--- src/rtl/sme_pkg.sv ---
// Shared types and GF(2^8) helpers for the SME word-wide AES unit.
package sme_pkg;

  typedef enum logic [2:0] {
    OpAeses, OpAesesm, OpAesds, OpAesdsm, OpSubw, OpIsubw, OpAesesmw, OpAesdsmw
  } op_e;

  typedef enum logic [1:0] {StIdle, StRun, StDone} state_e;

  function automatic int unsigned rmax(input int unsigned s);
    return s + s * (s - 1) / 2;
  endfunction

  // Bit i of bits corresponds to op_e'(i); the highest set bit wins.
  function automatic op_e op_prio(input logic [7:0] bits);
    op_e o;
    o = OpAeses;
    for (int i = 0; i < 8; i++) begin
      if (bits[i]) o = op_e'(3'(i));
    end
    return o;
  endfunction

  function automatic logic op_is_word(input op_e o);
    logic [2:0] v;
    v = o;
    return v[2];
  endfunction

  function automatic logic op_is_dec(input op_e o);
    return o inside {OpAesds, OpAesdsm, OpIsubw, OpAesdsmw};
  endfunction

  function automatic logic [7:0] xtime2(input logic [7:0] b);
    return {b[6:0], 1'b0} ^ (b[7] ? 8'h1b : 8'h00);
  endfunction

  function automatic logic [7:0] xtimen(input logic [7:0] b, input logic [7:0] n);
    logic [7:0] r;
    logic [7:0] p;
    r = 8'h00;
    p = b;
    for (int i = 0; i < 8; i++) begin
      if (n[i]) r = r ^ p;
      p = xtime2(p);
    end
    return r;
  endfunction

  function automatic logic [31:0] mixcol(input logic [31:0] w);
    logic [7:0] a0, a1, a2, a3;
    {a3, a2, a1, a0} = w;
    return {xtimen(a0, 8'd3) ^ a1 ^ a2 ^ xtime2(a3),
            a0 ^ a1 ^ xtime2(a2) ^ xtimen(a3, 8'd3),
            a0 ^ xtime2(a1) ^ xtimen(a2, 8'd3) ^ a3,
            xtime2(a0) ^ xtimen(a1, 8'd3) ^ a2 ^ a3};
  endfunction

  function automatic logic [31:0] invmixcol(input logic [31:0] w);
    logic [7:0] a0, a1, a2, a3;
    {a3, a2, a1, a0} = w;
    return {xtimen(a0, 8'd11) ^ xtimen(a1, 8'd13) ^ xtimen(a2, 8'd9) ^ xtimen(a3, 8'd14),
            xtimen(a0, 8'd13) ^ xtimen(a1, 8'd9) ^ xtimen(a2, 8'd14) ^ xtimen(a3, 8'd11),
            xtimen(a0, 8'd9) ^ xtimen(a1, 8'd14) ^ xtimen(a2, 8'd11) ^ xtimen(a3, 8'd13),
            xtimen(a0, 8'd14) ^ xtimen(a1, 8'd11) ^ xtimen(a2, 8'd13) ^ xtimen(a3, 8'd9)};
  endfunction

endpackage

--- src/rtl/sme_aes_word_if.sv ---
// Request/response bundle between SME share-register read and the AES word unit.
interface sme_aes_word_if
  import sme_pkg::*;
#(
  parameter int unsigned XLEN  = 32,
  parameter int unsigned SMAX  = 3,
  parameter int unsigned NLANE = 1,
  parameter int unsigned RMAX  = rmax(SMAX)
) ();
  logic [3:0]                         smectl_d;
  logic [NLANE*RMAX-1:0][XLEN-1:0]    rng;
  logic                               flush;
  logic                               valid;
  logic                               ready;
  logic                               op_aeses, op_aesesm, op_aesds, op_aesdsm;
  logic                               op_subw, op_isubw, op_aesesmw, op_aesdsmw;
  logic [1:0]                         bs;
  logic [SMAX-1:0][XLEN-1:0]          rs1;
  logic [SMAX-1:0][XLEN-1:0]          rs2;
  logic [SMAX-1:0][XLEN-1:0]          rd;

  modport master (
    output smectl_d, rng, flush, valid, bs, rs1, rs2,
    output op_aeses, op_aesesm, op_aesds, op_aesdsm,
    output op_subw, op_isubw, op_aesesmw, op_aesdsmw,
    input  ready, rd
  );

  modport slave (
    input  smectl_d, rng, flush, valid, bs, rs1, rs2,
    input  op_aeses, op_aesesm, op_aesds, op_aesdsm,
    input  op_subw, op_isubw, op_aesesmw, op_aesdsmw,
    output ready, rd
  );
endinterface

--- src/rtl/sme_aes_mixcol.sv ---
// Per-share linear result function f() applied to one 32-bit accumulator share.
module sme_aes_mixcol
  import sme_pkg::*;
(
  input  op_e         op,
  input  logic [1:0]  bs,
  input  logic [31:0] acc,
  output logic [31:0] res
);
  logic [7:0]  s;
  logic [31:0] col;
  logic [63:0] rot;

  always_comb begin
    s   = acc[{bs, 3'b000} +: 8];
    col = acc;
    unique case (op)
      OpAeses, OpAesds:   col = {24'h0, s};
      OpAesesm:           col = mixcol({24'h0, s});
      OpAesdsm:           col = invmixcol({24'h0, s});
      OpSubw, OpIsubw:    col = acc;
      OpAesesmw:          col = mixcol(acc);
      OpAesdsmw:          col = invmixcol(acc);
      default:            col = acc;
    endcase
    rot = {col, col} << {bs, 3'b000};
    res = op_is_word(op) ? col : rot[63:32];
  end
endmodule

--- src/rtl/sme_aes_sbox.sv ---
// Share-domain AES sbox lane: fixed SBOX_LAT latency, fresh output sharing from rng.
module sme_aes_sbox
  import sme_pkg::*;
#(
  parameter int unsigned XLEN     = 32,
  parameter int unsigned SMAX     = 3,
  parameter int unsigned RMAX     = rmax(SMAX),
  parameter int unsigned SBOX_LAT = 3
) (
  input  logic                      g_clk,
  input  logic                      g_reset,
  input  logic                      en,
  input  logic                      inv,
  input  logic [SMAX-1:0]           shm,
  input  logic [SMAX-1:0][7:0]      din,
  input  logic [RMAX-1:0][XLEN-1:0] rng,
  output logic [SMAX-1:0][7:0]      dout
);
  localparam int unsigned M = (SMAX > 1) ? SMAX - 1 : 1;

  function automatic logic [7:0] rotl8(input logic [7:0] b, input int n);
    return (b << n) | (b >> (8 - n));
  endfunction

  function automatic logic [7:0] gf_inv(input logic [7:0] x);
    logic [7:0] sq, r;
    sq = x;
    r  = 8'h01;
    for (int i = 1; i < 8; i++) begin
      sq = xtimen(sq, sq);
      r  = xtimen(r, sq);
    end
    return r;
  endfunction

  logic [7:0]           x, y, acc0, r;
  logic [7:0]           rmix [SMAX];
  logic [SMAX-1:0][7:0] q;

  // Reference lane: recombines the input, then reshares with every rng word folded in.
  always_comb begin
    x = 8'h00;
    for (int s = 0; s < SMAX; s++) x = x ^ din[s];
    if (inv) begin
      y = gf_inv(rotl8(x, 1) ^ rotl8(x, 3) ^ rotl8(x, 6) ^ 8'h05);
    end else begin
      acc0 = gf_inv(x);
      y = acc0 ^ rotl8(acc0, 1) ^ rotl8(acc0, 2) ^ rotl8(acc0, 3) ^ rotl8(acc0, 4) ^ 8'h63;
    end
    for (int s = 0; s < SMAX; s++) rmix[s] = 8'h00;
    if (SMAX > 1) begin
      for (int j = 0; j < RMAX; j++) begin
        for (int b = 0; b < XLEN / 8; b++) begin
          rmix[1 + j % M] = rmix[1 + j % M] ^ rng[j][8*b +: 8];
        end
      end
    end
    acc0 = y;
    q    = '0;
    for (int s = 1; s < SMAX; s++) begin
      r    = shm[s] ? rmix[s] : 8'h00;
      q[s] = r;
      acc0 = acc0 ^ r;
    end
    q[0] = shm[0] ? acc0 : 8'h00;
  end

  if (SBOX_LAT < 2) begin : g_comb
    assign dout = q;
  end else begin : g_pipe
    logic [SMAX-1:0][7:0] stage_q [SBOX_LAT-1];
    always_ff @(posedge g_clk or posedge g_reset) begin
      if (g_reset) begin
        for (int i = 0; i < SBOX_LAT - 1; i++) stage_q[i] <= '0;
      end else if (en) begin
        stage_q[0] <= q;
        for (int i = 1; i < SBOX_LAT - 1; i++) stage_q[i] <= stage_q[i-1];
      end
    end
    assign dout = stage_q[SBOX_LAT-2];
  end
endmodule

--- src/rtl/sme_aes_word.sv ---
// Multi-cycle masked AES round-function unit: byte ops plus full-word SubWord/MixColumn ops.
module sme_aes_word
  import sme_pkg::*;
#(
  parameter int unsigned XLEN     = 32,
  parameter int unsigned SMAX     = 3,
  parameter int unsigned NLANE    = 1,
  parameter int unsigned SBOX_LAT = 3,
  parameter int unsigned RMAX     = rmax(SMAX)
) (
  input  logic          g_clk,
  input  logic          g_reset,
  output logic          g_clk_req,
  sme_aes_word_if.slave bus
);
  localparam int unsigned NPASS = 4 / NLANE;
  localparam int unsigned CW    = (SBOX_LAT > 1) ? $clog2(SBOX_LAT) : 1;

  state_e                          state_q;
  op_e                             op_q, op_new;
  logic [1:0]                      pass_q, bs_q;
  logic [CW-1:0]                   cyc_q;
  logic [SMAX-1:0]                 shm_q, shm_new;
  logic [SMAX-1:0][XLEN-1:0]       rs1_q, rs2_q, acc_q, rd_q, acc_nxt, res;
  logic [SMAX-1:0][XLEN-1:0]       rs1_m, rs2_m;
  logic                            ready_q;
  logic [7:0]                      op_bits;
  logic [3:0]                      nsh;
  logic                            accept, abort, word_op, last_cyc, last_pass;
  logic [NLANE-1:0]                sb_en;
  logic [NLANE-1:0][1:0]           sb_idx;
  logic [NLANE-1:0][SMAX-1:0][7:0] sb_din, sb_dout;

  assign op_bits = {bus.op_aesdsmw, bus.op_aesesmw, bus.op_isubw, bus.op_subw,
                    bus.op_aesdsm, bus.op_aesds, bus.op_aesesm, bus.op_aeses};
  assign op_new  = op_prio(op_bits);
  assign accept  = (state_q == StIdle) && bus.valid && !bus.flush && (|op_bits);
  assign abort   = bus.flush || ((state_q == StRun) && !bus.valid);
  assign nsh     = (bus.smectl_d == 4'd0 || bus.smectl_d > 4'(SMAX)) ? 4'(SMAX) : bus.smectl_d;

  assign word_op   = op_is_word(op_q);
  assign last_cyc  = (cyc_q == CW'(SBOX_LAT - 1));
  assign last_pass = word_op ? (pass_q == 2'(NPASS - 1)) : 1'b1;

  always_comb begin
    for (int s = 0; s < SMAX; s++) begin
      shm_new[s] = (4'(s) < nsh);
      rs1_m[s]   = shm_new[s] ? bus.rs1[s] : '0;
      rs2_m[s]   = shm_new[s] ? bus.rs2[s] : '0;
    end
  end

  // Lane l of pass p handles byte p*NLANE+l; byte ops run lane 0 only on byte bs.
  always_comb begin
    acc_nxt = acc_q;
    for (int l = 0; l < NLANE; l++) begin
      sb_idx[l] = word_op ? 2'(int'(pass_q) * int'(NLANE) + l) : bs_q;
      sb_en[l]  = (state_q == StRun) && (word_op || l == 0);
      for (int s = 0; s < SMAX; s++) begin
        sb_din[l][s] = rs2_q[s][{sb_idx[l], 3'b000} +: 8];
        if (last_cyc && sb_en[l]) acc_nxt[s][{sb_idx[l], 3'b000} +: 8] = sb_dout[l][s];
      end
    end
  end

  for (genvar l = 0; l < NLANE; l++) begin : g_lane
    sme_aes_sbox #(
      .XLEN(XLEN), .SMAX(SMAX), .RMAX(RMAX), .SBOX_LAT(SBOX_LAT)
    ) u_sbox (
      .g_clk   (g_clk),
      .g_reset (g_reset),
      .en      (sb_en[l]),
      .inv     (op_is_dec(op_q)),
      .shm     (shm_q),
      .din     (sb_din[l]),
      .rng     (bus.rng[l*RMAX +: RMAX]),
      .dout    (sb_dout[l])
    );
  end

  for (genvar s = 0; s < SMAX; s++) begin : g_share
    sme_aes_mixcol u_mixcol (
      .op  (op_q),
      .bs  (bs_q),
      .acc (acc_nxt[s]),
      .res (res[s])
    );
  end

  always_ff @(posedge g_clk or posedge g_reset) begin
    if (g_reset) begin
      state_q <= StIdle;
      pass_q  <= '0;
      cyc_q   <= '0;
      op_q    <= OpAeses;
      bs_q    <= '0;
      shm_q   <= '0;
      rs1_q   <= '0;
      rs2_q   <= '0;
      acc_q   <= '0;
      rd_q    <= '0;
      ready_q <= 1'b0;
    end else if (abort) begin
      state_q <= StIdle;
      pass_q  <= '0;
      cyc_q   <= '0;
      ready_q <= 1'b0;
    end else begin
      ready_q <= 1'b0;
      unique case (state_q)
        StIdle: begin
          if (accept) begin
            state_q <= StRun;
            op_q    <= op_new;
            bs_q    <= bus.bs;
            shm_q   <= shm_new;
            rs1_q   <= rs1_m;
            rs2_q   <= rs2_m;
            acc_q   <= '0;
            pass_q  <= '0;
            cyc_q   <= '0;
          end
        end
        StRun: begin
          if (last_cyc) begin
            acc_q <= acc_nxt;
            cyc_q <= '0;
            if (last_pass) begin
              state_q <= StDone;
              rd_q    <= res ^ rs1_q;
              ready_q <= 1'b1;
            end else begin
              pass_q <= pass_q + 2'd1;
            end
          end else begin
            cyc_q <= cyc_q + CW'(1);
          end
        end
        StDone:  state_q <= StIdle;
        default: state_q <= StIdle;
      endcase
    end
  end

  assign bus.ready = ready_q;
  assign bus.rd    = rd_q;
  assign g_clk_req = (state_q != StIdle) || bus.valid;
endmodule

--- src/flat_wrapper.sv ---
// flat-port wrapper written by rule: the top's interface ports become plain ports
module sme_aes_word_flat import sme_pkg::*;
#(
  parameter int unsigned XLEN     = 32,
  parameter int unsigned SMAX     = 3,
  parameter int unsigned NLANE    = 1,
  parameter int unsigned SBOX_LAT = 3,
  parameter int unsigned RMAX     = rmax(SMAX)
)
  (g_clk, g_reset, g_clk_req, bus_smectl_d, bus_rng, bus_flush, bus_valid, bus_bs, bus_rs1, bus_rs2, bus_op_aeses, bus_op_aesesm, bus_op_aesds, bus_op_aesdsm, bus_op_subw, bus_op_isubw, bus_op_aesesmw, bus_op_aesdsmw, bus_ready, bus_rd);
  sme_aes_word_if #(.XLEN(XLEN), .SMAX(SMAX), .NLANE(NLANE), .RMAX(RMAX)) bus_i ();
  input  logic g_clk;
  input  logic g_reset;
  output logic g_clk_req;
  input wire logic [$bits(bus_i.smectl_d)-1:0] bus_smectl_d;
  input wire logic [$bits(bus_i.rng)-1:0] bus_rng;
  input wire logic [$bits(bus_i.flush)-1:0] bus_flush;
  input wire logic [$bits(bus_i.valid)-1:0] bus_valid;
  input wire logic [$bits(bus_i.bs)-1:0] bus_bs;
  input wire logic [$bits(bus_i.rs1)-1:0] bus_rs1;
  input wire logic [$bits(bus_i.rs2)-1:0] bus_rs2;
  input wire logic [$bits(bus_i.op_aeses)-1:0] bus_op_aeses;
  input wire logic [$bits(bus_i.op_aesesm)-1:0] bus_op_aesesm;
  input wire logic [$bits(bus_i.op_aesds)-1:0] bus_op_aesds;
  input wire logic [$bits(bus_i.op_aesdsm)-1:0] bus_op_aesdsm;
  input wire logic [$bits(bus_i.op_subw)-1:0] bus_op_subw;
  input wire logic [$bits(bus_i.op_isubw)-1:0] bus_op_isubw;
  input wire logic [$bits(bus_i.op_aesesmw)-1:0] bus_op_aesesmw;
  input wire logic [$bits(bus_i.op_aesdsmw)-1:0] bus_op_aesdsmw;
  output wire logic [$bits(bus_i.ready)-1:0] bus_ready;
  output wire logic [$bits(bus_i.rd)-1:0] bus_rd;
  assign bus_i.smectl_d = bus_smectl_d;
  assign bus_i.rng = bus_rng;
  assign bus_i.flush = bus_flush;
  assign bus_i.valid = bus_valid;
  assign bus_i.bs = bus_bs;
  assign bus_i.rs1 = bus_rs1;
  assign bus_i.rs2 = bus_rs2;
  assign bus_i.op_aeses = bus_op_aeses;
  assign bus_i.op_aesesm = bus_op_aesesm;
  assign bus_i.op_aesds = bus_op_aesds;
  assign bus_i.op_aesdsm = bus_op_aesdsm;
  assign bus_i.op_subw = bus_op_subw;
  assign bus_i.op_isubw = bus_op_isubw;
  assign bus_i.op_aesesmw = bus_op_aesesmw;
  assign bus_i.op_aesdsmw = bus_op_aesdsmw;
  assign bus_ready = bus_i.ready;
  assign bus_rd = bus_i.rd;
  sme_aes_word #(.XLEN(XLEN), .SMAX(SMAX), .NLANE(NLANE), .SBOX_LAT(SBOX_LAT), .RMAX(RMAX)) u_core (.g_clk(g_clk), .g_reset(g_reset), .g_clk_req(g_clk_req), .bus(bus_i));
endmodule
--- config.mk ---
export PLATFORM = sky130hd
export DESIGN_NAME = sme_aes_word_flat
export DESIGN_NICKNAME = d
export VERILOG_FILES = /design/src/rtl/sme_pkg.sv /design/src/rtl/sme_aes_word_if.sv /design/src/rtl/sme_aes_mixcol.sv /design/src/rtl/sme_aes_sbox.sv /design/src/rtl/sme_aes_word.sv /design/src/flat_wrapper.sv
export SDC_FILE = /design/constraint.sdc
export NUM_CORES = 2
export LEC_CHECK = 0
export ABC_AREA = 1
export BUFFER_PORTS_ARGS = -buffer_cell sky130_fd_sc_hd__buf_2
export CORE_UTILIZATION = 45
export DETAILED_ROUTE_END_ITERATION = 12
export HOLD_SLACK_MARGIN = 0.05
export PLACE_DENSITY = 0.69
export SYNTH_ARGS = -nofsm -noshare
export SYNTH_HDL_FRONTEND = slang
export SYNTH_SLANG_ARGS = --single-unit
--- constraint.sdc ---
create_clock -name g_clk -period 19.3 [get_ports g_clk]
set_clock_uncertainty 0.1 [all_clocks]
set_input_delay 3.86 -clock g_clk [delete_from_list [all_inputs] [get_ports g_clk]]
set_output_delay 3.86 -clock g_clk [all_outputs]
set_load 0.02 [all_outputs]
# Word-level counts from Yosys, hierarchy flattened
# Cells that the tools add are included.
[totals]
output_inout_bits = 98
word_cells = 1677
ff_bits = 447
inputBits = 402
[op_classes]
n_mux = 890
order_cmp = 4
n_addsub = 3
eq_ne = 16
n_shift = 13
reduce_logical = 26
bitwise = 700
[ops]
columns = ["cell", "n"]
rows = [
  ["$mux W8", 601],
  ["$xor A8 B8 Y8", 448],
  ["$xor A8 B5 Y8", 227],
  ["$mux W5", 229],
  ["$pmux W32 S6", 3],
  ["$mux W32", 12],
  ["$mux W96", 2],
  ["$pmux W96 S2", 1],
  ["$shiftx A32 B6 Y8", 6],
  ["$shl A64 B5 Y64", 3],
  ["$bwmux W32", 3],
  ["$shiftx A8 B7 Y32", 3],
  ["$xor A96 B96 Y96", 1],
  ["$shift A8 B7 Y32 const A", 1],
  ["$mux W2", 13],
  ["$mux W3", 8],
  ["$or A8 B1 Y8", 2],
  ["$or A8 B3 Y8", 2],
  ["$not A1 Y1", 15],
  ["$mux W7", 2],
  ["$eq A3 B3 Y1 const B", 4],
  ["$mux W4", 3],
  ["$mux W6", 2],
  ["$pmux W2 S2", 3],
  ["32 further kinds", 58],
]

# Longest topological paths before layout
[depth]
depth_word = 198
ltp_mapped = 140
mapped_depth_nobuf = 135

# Modules after synthesis
# Synthesis repeated with hierarchy kept, for this count alone.
[unflattened]
hier_cells = 14925
hier_area_um2 = 80971.4
[by_module_without_submodules]
columns = ["mod", "n_inst", "seq_area_each_um2", "area_per_inst_um2", "cells_each"]
rows = [
  ["sme_aes_sbox", 1, 1201.2, 36924.2, 7486],
  ["sme_aes_word", 1, 9984.6, 18639.1, 2323],
  ["sme_aes_mixcol at u_core.g_share[1].u_mixcol ...", 2, 0.0, 8589.5, 1738],
  ["sme_aes_mixcol at u_core.g_share[0].u_mixcol", 1, 0.0, 8229.1, 1640],
]

# Worst setup path after synthesis
# Ideal clock, no wire load.
[synth_path]
path_kind = "register to register"
from = "register u_core.op_q[2]"
to = "register u_core.g_lane[0].u_sbox.g_pipe.stage_q[29] (netlist name)"
setup_slack_ns = 6.124
setup_ns = 0.117
t_arrival_ns = 12.959
stages_incl_launch_ff = 109
required_ns = 19.083
path_buffers = 12
period_less_slack_ns = 13.176
cell_sequence = "dfrtp_1 -> inv_4 -> nand2_8 -> nand2_4 -> buf_6 -> buf_6 -> nand2_1 -> nand3_1 -> nand2_1 -> nand2_1 -> nand2_4 -> inv_2 -> buf_6 -> nand2_1 -> nand2_1 -> nand2_1 -> inv_1 -> nand3_1 -> (+73 left out) -> inv_1 -> nand2_1 -> nand2_1 -> nand2_1 -> nand2_1 -> nand3_1 -> nand2_1 -> nand2_1 -> nand2_1 -> nand2_2 -> nand2_1 -> nand2_1 -> nand3_1 -> nand2_1 -> nand2_1 -> nand2_1 -> nand2_1 -> nand2_1"
[synth_via]
elab_chain_len = 198
word_cells_on_any_way = 1022
cone_classes = "4 x eq/ne; 3 x shift; 631 x mux; 383 x bitwise; 1 x reduce/logical"
[synth_lines]
columns = ["item", "line_no", "rtl"]
rows = [
  ["start: declaration", "sme_aes_word.sv:20", "op_e op_q, op_new;"],
  ["start signal: assignment", "sme_aes_word.sv:95", "op_q <= OpAeses;"],
  ["start signal: assignment", "sme_aes_word.sv:114", "op_q <= op_new;"],
  ["$mux W2", "sme_aes_word.sv:57", "sb_idx[l] = word_op ? 2'(int'(pass_q) * int'(NLANE) + l) : bs_q;"],
  ["$shiftx A32 B6 Y8", "sme_aes_word.sv:60", "sb_din[l][s] = rs2_q[s][{sb_idx[l], 3'b000} +: 8];"],
  ["$xor A8 B8 Y8 (2 in series)", "sme_aes_sbox.sv:43", "for (int s = 0; s < SMAX; s++) x = x ^ din[s];"],
  ["$mux W8 or $mux W5 (tied branches)", "sme_pkg.sv:44, sme_pkg.sv:35", ""],
  ["$mux W8 or $xor A8 B5 Y8 (tied branches)", "sme_aes_sbox.sv:44, sme_pkg.sv:35", ""],
  ["$xor A8 B8 Y8", "sme_pkg.sv:44", "if (n[i]) r = r ^ p;"],
  ["$mux W8", "sme_pkg.sv:44", ""],
  ["$mux W8", "sme_aes_sbox.sv:44", "if (inv) begin"],
  ["(+177 left out)", "n/a", ""],
  ["$mux W8", "sme_pkg.sv:44", ""],
  ["$mux W8", "sme_aes_sbox.sv:44", ""],
  ["$or A8 B1 Y8", "sme_aes_sbox.sv:22", "return (b << n) | (b >> (8 - n));"],
  ["$xor A8 B8 Y8 (4 in series)", "sme_aes_sbox.sv:48", "y = acc0 ^ rotl8(acc0, 1) ^ rotl8(acc0, 2) ^ rotl8(acc0, 3) ^ rotl8(acc0, 4) ^ 8'h63;"],
  ["$not A4 Y4 (no source line)", "n/a", ""],
  ["$mux W8 *", "sme_aes_sbox.sv:44", ""],
  ["$xor A8 B8 Y8 * (2 in series)", "sme_aes_sbox.sv:63", "acc0 = acc0 ^ r;"],
  ["$mux W8 *", "sme_aes_sbox.sv:65", "q[0] = shm[0] ? acc0 : 8'h00;"],
  ["end: declaration", "sme_aes_sbox.sv:71", "logic [SMAX-1:0][7:0] stage_q [SBOX_LAT-1];"],
]
# Every way passes the cells marked *; elsewhere a longest branch is shown, timed or not. The select of a mux whose other input is x is not followed.
# A chain may end at the register's enable or synchronous reset.

# Worst setup path after layout
[layout_path]
from = "register u_core.op_q[2]"
to = "register u_core.g_lane[0].u_sbox.g_pipe.stage_q[27] (netlist name)"
[layout_via]
elab_chain_len = 197
word_cells_on_any_way = 1022
cone_classes = "4 x eq/ne; 3 x shift; 632 x mux; 382 x bitwise; 1 x reduce/logical"
[layout_lines]
columns = ["item", "line_no"]
rows = [
  ["$mux W2", "sme_aes_word.sv:57"],
  ["$shiftx A32 B6 Y8", "sme_aes_word.sv:60"],
  ["$xor A8 B8 Y8 (2 in series)", "sme_aes_sbox.sv:43"],
  ["$mux W8 or $mux W5 (tied branches)", "sme_pkg.sv:44, sme_pkg.sv:35"],
  ["$mux W8 or $xor A8 B5 Y8 (tied branches)", "sme_aes_sbox.sv:44, sme_pkg.sv:35"],
  ["$xor A8 B8 Y8", "sme_pkg.sv:44"],
  ["$mux W8", "sme_pkg.sv:44"],
  ["$mux W8", "sme_aes_sbox.sv:44"],
  ["(+176 left out)", "n/a"],
  ["$xor A8 B8 Y8", "sme_pkg.sv:44"],
  ["$mux W8", "sme_pkg.sv:44"],
  ["$mux W8", "sme_aes_sbox.sv:44"],
  ["$or A8 B1 Y8", "sme_aes_sbox.sv:22"],
  ["$xor A8 B8 Y8 (4 in series)", "sme_aes_sbox.sv:48"],
  ["$mux W8 *", "sme_aes_sbox.sv:44"],
  ["$xor A8 B8 Y8 * (2 in series)", "sme_aes_sbox.sv:63"],
  ["$mux W8 *", "sme_aes_sbox.sv:65"],
]
# Marked as above.

==> flow_summary.json <==
{
  "status": "finished clean",
  "setup_viol": 0,
  "yosysWarningCount": 0,
  "holdPathEnd": "u_core.g_lane[0].u_sbox.dout[9]",
  "grt_pass1_vias": 73100,
  "clock-sinks": 447,
  "ys_types": 69,
  "critPathArrivalTime_ps": 18020,
  "hp-class": "flip-flop to flip-flop",
  "root_buffer": "clkbuf_16",
  "core-area_mm2": 0.161,
  "syn_avg_cell_area_um2": 5.75,
  "hold_slack_ps": 339,
  "ioPinCount": 500,
  "syn_inst": 12700,
  "worstPathRequired_ps": 19700,
  "synth_edf_count": 0,
  "drive_gt1_share_pct": 9.27,
  "crit-reg2reg-launch": "u_core.op_q[2]",
  "drcViolationCount": 0,
  "rr_worst_depth": 110,
  "reg2reg_setup_slack_ps": 1680,
  "gp_congestion": 1.02,
  "rows": 147,
  "overflow": 0,
  "grt_max_degree": 147,
  "drv_cap": 0,
  "min_period_over_period_pct": 91.3,
  "final_common_cell": "nand2_1",
  "seq_area_frac_synth_pct": 15.3,
  "syn_to_final_growth_pct": 8.45,
  "setup_tns_ps": 0,
  "hold_start": "u_core.g_lane[0].u_sbox.g_pipe.stage_q[33]",
  "synth-main-ff-cell": "dfrtp_1",
  "ys_ff_latch": 447,
  "async_reset_ff_share_pct": 100,
  "worst_path_most_repeated_cell": "nand2_1",
  "antenna_found_initial": 10,
  "wl_per_cell_um": 17.7,
  "grt.total_usage_pct": 31.5,
  "cp-start-kind": "flip-flop",
  "clk_pin_slew_ps": 80,
  "synth_area_mm2": 0.0730,
  "die_y_um": 405,
  "viasPerCell": 5.40,
  "relSlewSlack_pct": 14.4,
  "cts_buffers": 54,
  "hold_buffers": 0,
  "drv_slew": 0,
  "reg2reg_to": "u_core.g_lane[0].u_sbox.g_pipe.stage_q[27]",
  "hold_depth": 2,
  "grt_pass1_wl_um": 415000,
  "cts_tree": "built",
  "rsz0062_at_grt": "no",
  "cts_max_level": 2,
  "fp.dieW_um": 405,
  "max_freq_ghz": 0.0568,
  "antenna_left": 0,
  "via_count": 81800,
  "fin_crit_ps": 17620,
  "slowest_delay_ps": 500,
  "tightest_slew_ps": 1280,
  "nets": 13400,
  "synth_nets": 13100,
  "criticalPathCategory": "flip-flop to flip-flop",
  "drt_iter0_markers": 8673,
  "crit_path_end_kind": "flip-flop",
  "io_buffers": 499,
  "worstPathMaxFanout": 40,
  "start_util_pct": 45.4,
  "layout_common_cells": "nand2_1, nand3_1, xor2_1, inv_1, o21ai_0",
  "drt-total-wl_um": 268000,
  "slowest_stage": "ha_1",
  "drt-pass1-iter-count": 7,
  "clkLatencyLatePin_ps": 680,
  "die_area_mm2": 0.164,
  "dp_hpwl_um": 205000,
  "cts_max_path_buffers": 3,
  "hold_violations": 0
}
==> repair_timing <==
action                     in CTS  in global routing
resized for setup               0                  7
setup endpoints to repair       0                  8
buffers inserted                0                  1
==> worst max path at each step <==
stage	startpoint	endpoint	slack [ps]	cells after the start
floorplan	g_reset	u_core.acc_q[0]	2880	1
global placement	u_core.op_q[2]	u_core.g_lane[0].u_sbox.g_pipe.stage_q[31]	1980	92
detailed placement	u_core.op_q[2]	u_core.g_lane[0].u_sbox.g_pipe.stage_q[31]	1830	92
CTS	u_core.op_q[2]	u_core.g_lane[0].u_sbox.g_pipe.stage_q[31]	1700	92
global route	u_core.op_q[2]	u_core.g_lane[0].u_sbox.g_pipe.stage_q[27]	3	109
finish	u_core.op_q[2]	u_core.g_lane[0].u_sbox.g_pipe.stage_q[27]	1680	110
==> flip-flops by register name (all words and copies together) (netlist names) <==
signal	count
u_core.acc_q	96
u_core.g_lane.u_sbox.g_pipe.stage_q	24
u_core.bus.rd	96
u_core.state_q	2
u_core.bs_q	2
u_core.cyc_q	2
u_core.op_q	3
u_core.rs1_q	96
u_core.pass_q	2
u_core.g_lane.u_sbox.dout	24
u_core.rs2_q	96
u_core.bus.ready	1
u_core.shm_q	3
==> cells in the mapped netlist, types with 102 or more instances <==
master / instances / area share (%)
nor2_1: 569 / 2.9
nand3b_1: 124 / 1.3
xor2_1: 1187 / 14
inv_2: 142 / 0.73
nand2_1: 4842 / 25
o21ai_0: 745 / 5.1
clkbuf_1: 252 / 1.3
nand4_1: 102 / 0.87
inv_1: 1143 / 5.9
a21oi_1: 195 / 1.3
xnor2_1: 529 / 6.3
nand3_1: 1352 / 9.3
nand2_2: 165 / 1.4
o21ai_1: 126 / 0.86
dfrtp_1: 447 / 15
==> cell families (layout without fill, tap and decap cells) <==
family	count (synthesis)	in the layout	share of synthesized area, %
muxes	4	4	0.0549
DFF	447	447	15.3
and+or+nand+nor	7304	7304	42.2
adders and majority gates	17	17	0.291
xor gates and xnor gates	1759	1759	21.7
other	0	8	0
buffers and inverters	1756	2053	9.62
AOI/OAI and AO/OA	1399	1399	10.8
==> worst max-delay path: cells and delay by family (launching register included) <==
| family | cells | cell delay (ps) |
|---|---|---|
| XOR/XNOR | 7 | 1620 |
| adder cells (fa/ha/maj) | 3 | 1340 |
| buffers and inverters | 20 | 4000 |
| flip-flops | 1 | 400 |
| AO/OA/AOI/OAI | 3 | 310 |
| AND/OR/NAND/NOR | 77 | 9540 |
==> layout make-up <==
type,count,area (µm²)
antenna,8,20.0
fill,17300,81600
inverter,1314,4970
tap,2160,2700
timing repair buffer,637,3570
multi-input combinational,10500,54900
clock inverter,24,263
sequential,447,11200
clock buffer,78,1560
==> stage by stage <==
step / setup slack, ps / instances / utilization (%) / cell area, µm²
floorplan: 2880 / 12700 / - / 73000
global placement: 1980 / 15000 / 48.1 / 77300
detailed placement: 1830 / 15000 / 48.1 / 77300
CTS: 1700 / 15100 / 49.2 / 79100
global route: 3.15 / 15100 / 49.2 / 79200
finish: 1680 / 15200 / 49.2 / 79200
==> metal layers <==
layer  wire length, µm  up-vias  track usage [%]
li1                  -    40700                -
met1            114000    37000             41.6
met2            119000     3481             50.9
met3             22800      644             5.06
met4             11600        2             12.9
met5                10        -                0
Power is left out: the tool's default activity adds up to more than one toggle a clock period on the data nets, which glitch-free logic cannot reach.
